`src/rtl/sr_latch_bank.sv`:
```
// rtl/sr_latch_bank.sv - bank of clocked SR storage channels with S=R=1 policy, input filter and conflict counter
module sr_latch_bank #(
    parameter int               WIDTH       = 8,
    parameter int               MODE        = 0,
    parameter int               FILTER      = 0,
    parameter logic [WIDTH-1:0] RESET_VALUE = '0
) (
    input  logic             clk,
    input  logic             rst_n,
    input  logic             en,
    input  logic [WIDTH-1:0] s,
    input  logic [WIDTH-1:0] r,
    output logic [WIDTH-1:0] q,
    output logic [WIDTH-1:0] p,
    output logic [WIDTH-1:0] conflict,
    output logic [15:0]      conflict_cnt
);

    localparam int         EFF_MODE = (MODE < 0 || MODE > 3) ? 2 : MODE;
    localparam int         FILT_I   = (FILTER < 0) ? 0 : ((FILTER > 255) ? 255 : FILTER);
    localparam logic [7:0] FILT     = FILT_I[7:0];

    logic [WIDTH-1:0] q_d;
    logic [WIDTH-1:0] conf_d;

    for (genvar gi = 0; gi < WIDTH; gi++) begin : g_ch
        logic [1:0] sh;
        logic [1:0] pair;
        logic [7:0] cnt;
        logic       same;
        logic       applied;
        logic       qn;

        assign pair = {s[gi], r[gi]};
        assign same = (pair == sh);
        // cnt counts repeats after the first sighting, so cnt+1 preceding edges matched
        assign applied = (FILT == 8'd0) ||
                         (same && (({1'b0, cnt} + 9'd1) >= {1'b0, FILT}));

        always_comb begin
            qn = q[gi];
            if (en && applied) begin
                case (pair)
                    2'b10: qn = 1'b1;
                    2'b01: qn = 1'b0;
                    2'b11: begin
                        case (EFF_MODE)
                            0:       qn = 1'b0;
                            1:       qn = 1'b1;
                            3:       qn = ~q[gi];
                            default: qn = q[gi];
                        endcase
                    end
                    default: qn = q[gi];
                endcase
            end
        end

        assign q_d[gi]    = qn;
        assign conf_d[gi] = en && applied && (pair == 2'b11);

        // filter keeps tracking the inputs even while en is low
        always_ff @(posedge clk or negedge rst_n) begin
            if (!rst_n) begin
                sh  <= 2'b00;
                cnt <= 8'd0;
            end else if (!same) begin
                sh  <= pair;
                cnt <= 8'd0;
            end else if (cnt != FILT) begin
                cnt <= cnt + 8'd1;
            end
        end
    end

    always_ff @(posedge clk or negedge rst_n) begin
        if (!rst_n) begin
            q            <= RESET_VALUE;
            p            <= ~RESET_VALUE;
            conflict     <= '0;
            conflict_cnt <= 16'd0;
        end else begin
            q        <= q_d;
            p        <= ~q_d;
            conflict <= conf_d;
            if ((|conf_d) && (conflict_cnt != 16'hFFFF)) begin
                conflict_cnt <= conflict_cnt + 16'd1;
            end
        end
    end

endmodule

```
`config.mk`:
```
export PLATFORM = sky130hd
export DESIGN_NAME = sr_latch_bank
export DESIGN_NICKNAME = d
export VERILOG_FILES = /design/src/rtl/sr_latch_bank.sv
export SDC_FILE = /design/constraint.sdc
export NUM_CORES = 1
export LEC_CHECK = 0
export ABC_AREA = 1
export CORE_UTILIZATION = 50
export DETAILED_ROUTE_END_ITERATION = 6
export PLACE_DENSITY = 0.95
export SYNTH_ARGS = -nofsm -noshare
export SYNTH_HDL_FRONTEND = slang
export SYNTH_SLANG_ARGS = --single-unit
```
`constraint.sdc`:
```
create_clock -name clk -period 4.35 [get_ports clk]
set_clock_uncertainty 0.1 [all_clocks]
set_input_delay 0.87 -clock clk [delete_from_list [all_inputs] [get_ports clk]]
set_output_delay 0.87 -clock clk [all_outputs]
set_load 0.01 [all_outputs]
```
==> results_dict.tcl <==
set metrics [dict create \
    placed_cell_area_um2 2520 \
    fin_setup_tns_ns 0 \
    critPathMaxFanout 17 \
    final-max-slew-violation-count 0 \
    cts_resized 0 \
    fmax_mhz 371 \
    antenna_violating_nets_post_route 0 \
    yosysMostFrequentCell "nand2_1" \
    cts_hold_buf 0 \
    detail_route.wirelength_um 4350 \
    ys_ff_latch 40 \
    critical_path.endpoint_type "flop" \
    nets 308 \
    cts_num_sinks 40 \
    netlist_top_cells_count "81 x nand2_1, 32 x dfrtp_1, 32 x inv_1" \
    grt_antenna_before_repair 0 \
    drtIter0Drc 59 \
    period_minus_slack_ns 2.69 \
    clock_tree_from_tritoncts "built" \
    n_antenna_cell 0 \
    min_path_type "flop to flop" \
    worst_path_max_delay_cell "clkdlybuf4s50_1" \
    gp_congestion 0.852 \
    io_pins 59 \
    worstHoldEndpoint "p[6]$_DFF_PN1_" \
    site_rows 22 \
    netlist.top_cell.by_area "dfrtp_1" \
    grt_pass1_vias 1599 \
    synth.net_count 247 \
    outcome "completed" \
    finish.instance_area_um2 2630 \
    timing.reg2reg.worst_path_depth 8 \
    layout-drive-gt1-share_pct 10.7 \
    worst_setup_path_start_kind "input pin" \
    holdCritStartpoint "q[6]$_DFF_PN0_" \
    placeableCoreArea_um2 3690 \
    place_ws_ns 1.39 \
    worst-r2r-setup-slack_ns 2.55 \
    synth.top_cell.area_share_pct 41.4 \
    crit_type "input pin to flop" \
    global_route.usage.total_pct 24.0 \
    regToRegStartpoint "conflict_cnt[0]$_DFFE_PN0P_" \
    crit_top_cell "nand2_1" \
    cellLeakagePower_nw 1.33 \
    floorplan.initialDensity_pct 52.4 \
    ys.flop_type "dfrtp_1" \
    worst_ep_arrival_time_ns 2.83 \
    drt-pass1-iter-count 4 \
    clock_path_buffers 2 \
    dieWidth_um 64.2 \
    dp_hpwl_um 3190 \
    critical-path-top-delay-family "buffers and inverters" \
    fin_cells 337 \
    r2r_end "conflict_cnt[14]$_DFFE_PN0P_" \
    ir_worst_vdd_mv 0.247 \
    cts_max_level 2 \
    areaGrowthSynthToFinish_pct 36.1 \
    synth_edf_count 0 \
    avgRoutedWirePerCell_um 12.9 \
    finalHoldViolCount 0 \
    cp_cell_sequence "clkdlybuf4s50_1, nand3_1, nand2_1, nor2_4, a21oi_4, nand2_1, nand2_1" \
    rsz_0062_raised_after_global_routing "false" \
    fin_ws_ns 1.66 \
    synth_area_per_cell_um2 8.52 \
    synth_warnings 0 \
    grt_remaining_overflow 0 \
    pin_count_of_the_biggest_net_entering_global_routing 41 \
    floorplan.die.height_um 64.2 \
    detailroute.via_count 1697 \
    portBuffers 58 \
    nFillCells 287 \
    cts.clk_slew.worst_paths_ns 0.07 \
    clock_insertion_delay_worst_skew_ns 0.30 \
    utilization_pct 71.4 \
    syn-instance-count 227 \
    dp.cells 329 \
    min_path_cells 1 \
    async_flop_share_pct 100 \
    cp_slowest_stage_delay_ns 0.89 \
    design.die.area_um2 4120 \
    post-route-period-util_pct 61.9 \
    cp.required_ns 4.49 \
    cts_inserted_buffers 5 \
    detail_route.drc_violations 0 \
    cts_setup_buffers 0 \
    report.final.setup_viol 0 \
    maxCapViolCount 0 \
    grt_pass1_wl_um 7360 \
    root_buffer "clkbuf_8" \
    worst-slew-pin-transition_ns 0.829 \
    power.density_nw_per_um2 373 \
    critical_path.n_buffers_inverters 1 \
    syn-cell-area_um2 1930 \
    relSlewSlack_pct 44.7 \
    yosysSeqAreaShare_pct 52.3 \
    synthTopCellsByArea "dfrtp_1 41%, nand2_1 16%, dfstp_2 11%" \
    detail_route.vias_per_cell 5.04 \
    post_synth_num_cell_types 23 \
]
[report_power, final]
part	internal, mW	total [mW]	switching, mW
combinational	0.122	0.230	0.108
clock	0.170	0.294	0.124
sequential	0.419	0.459	0.0401
[stage by stage]
stage | hold slack [ns] | power, mW
after floorplan | 0.388 | 0.574
after global placement | 0.337 | 0.686
after detailed placement | 0.355 | 0.696
after CTS | 0.365 | 0.991
after global routing | 0.388 | 1.04
final | 0.355 | 0.983
[cells in the final DEF, fill, tap and decap left out, types with 2 or more instances in the layout]
cell type | netlist | final
a21o_1 | 7 | 7
clkbuf_8 | 0 | 5
clkdlybuf4s50_1 | 0 | 57
dfrtp_1 | 32 | 32
dfstp_2 | 8 | 8
inv_1 | 32 | 32
inv_2 | 2 | 2
nand2_1 | 81 | 81
nand2_2 | 4 | 4
nand3_1 | 11 | 11
nand3b_1 | 2 | 2
nand4_1 | 3 | 3
nor2_1 | 13 | 13
nor2_2 | 3 | 3
nor2_4 | 2 | 2
o21ai_0 | 10 | 10
xnor2_1 | 4 | 4
xor2_1 | 3 | 3
[how the worst max path moves through the flow]
| stage | startpoint | end | slack (ns) | depth (start not counted) |
|---|---|---|---|---|
| 2_1_floorplan | en | conflict_cnt[2]$_DFFE_PN0P_ | 2.43 | 10 |
| 3_3_place_gp | en | conflict_cnt[11]$_DFFE_PN0P_ | 1.52 | 7 |
| 3_5_place_dp | en | conflict_cnt[12]$_DFFE_PN0P_ | 1.39 | 7 |
| 4_1_cts | en | conflict_cnt[12]$_DFFE_PN0P_ | 1.71 | 7 |
| 5_1_grt | en | conflict_cnt[12]$_DFFE_PN0P_ | 1.56 | 7 |
| 6_report | en | conflict_cnt[14]$_DFFE_PN0P_ | 1.66 | 7 |
[sequential cells by signal (all words and copies together), names as in the netlist]
name          flops
conflict_cnt     16
p                 8
q                 8
conflict          8
[cell families after synthesis]
logic type,synth area share [%]
and+or+nand+nor,27.7
DFF,52.3
buffers and inverters,8.93
AOI/OAI and AO/OA,7.31
xor gates and xnor gates,3.17
adders and majority gates,0.647
[area by class of cell]
type	instances	area, um2	area share (%)
timing repair buffer	58	576	21.9
tap	48	60.1	2.28
inverter	34	128	4.85
multi-input combinational	149	751	28.5
clock buffer	6	72.6	2.76
sequential	40	1010	38.4
clock inverter	2	35.0	1.33
[metal layers]
layer  track usage [%]  part of all wire, %  wire, um
met1              28.3                   42      1810
met2              41.2                   51      2220
met3              6.07                  5.5       240
met4              10.0                  1.9        81
met5                 0                    0         0
(Power assumes the default switching activity.)
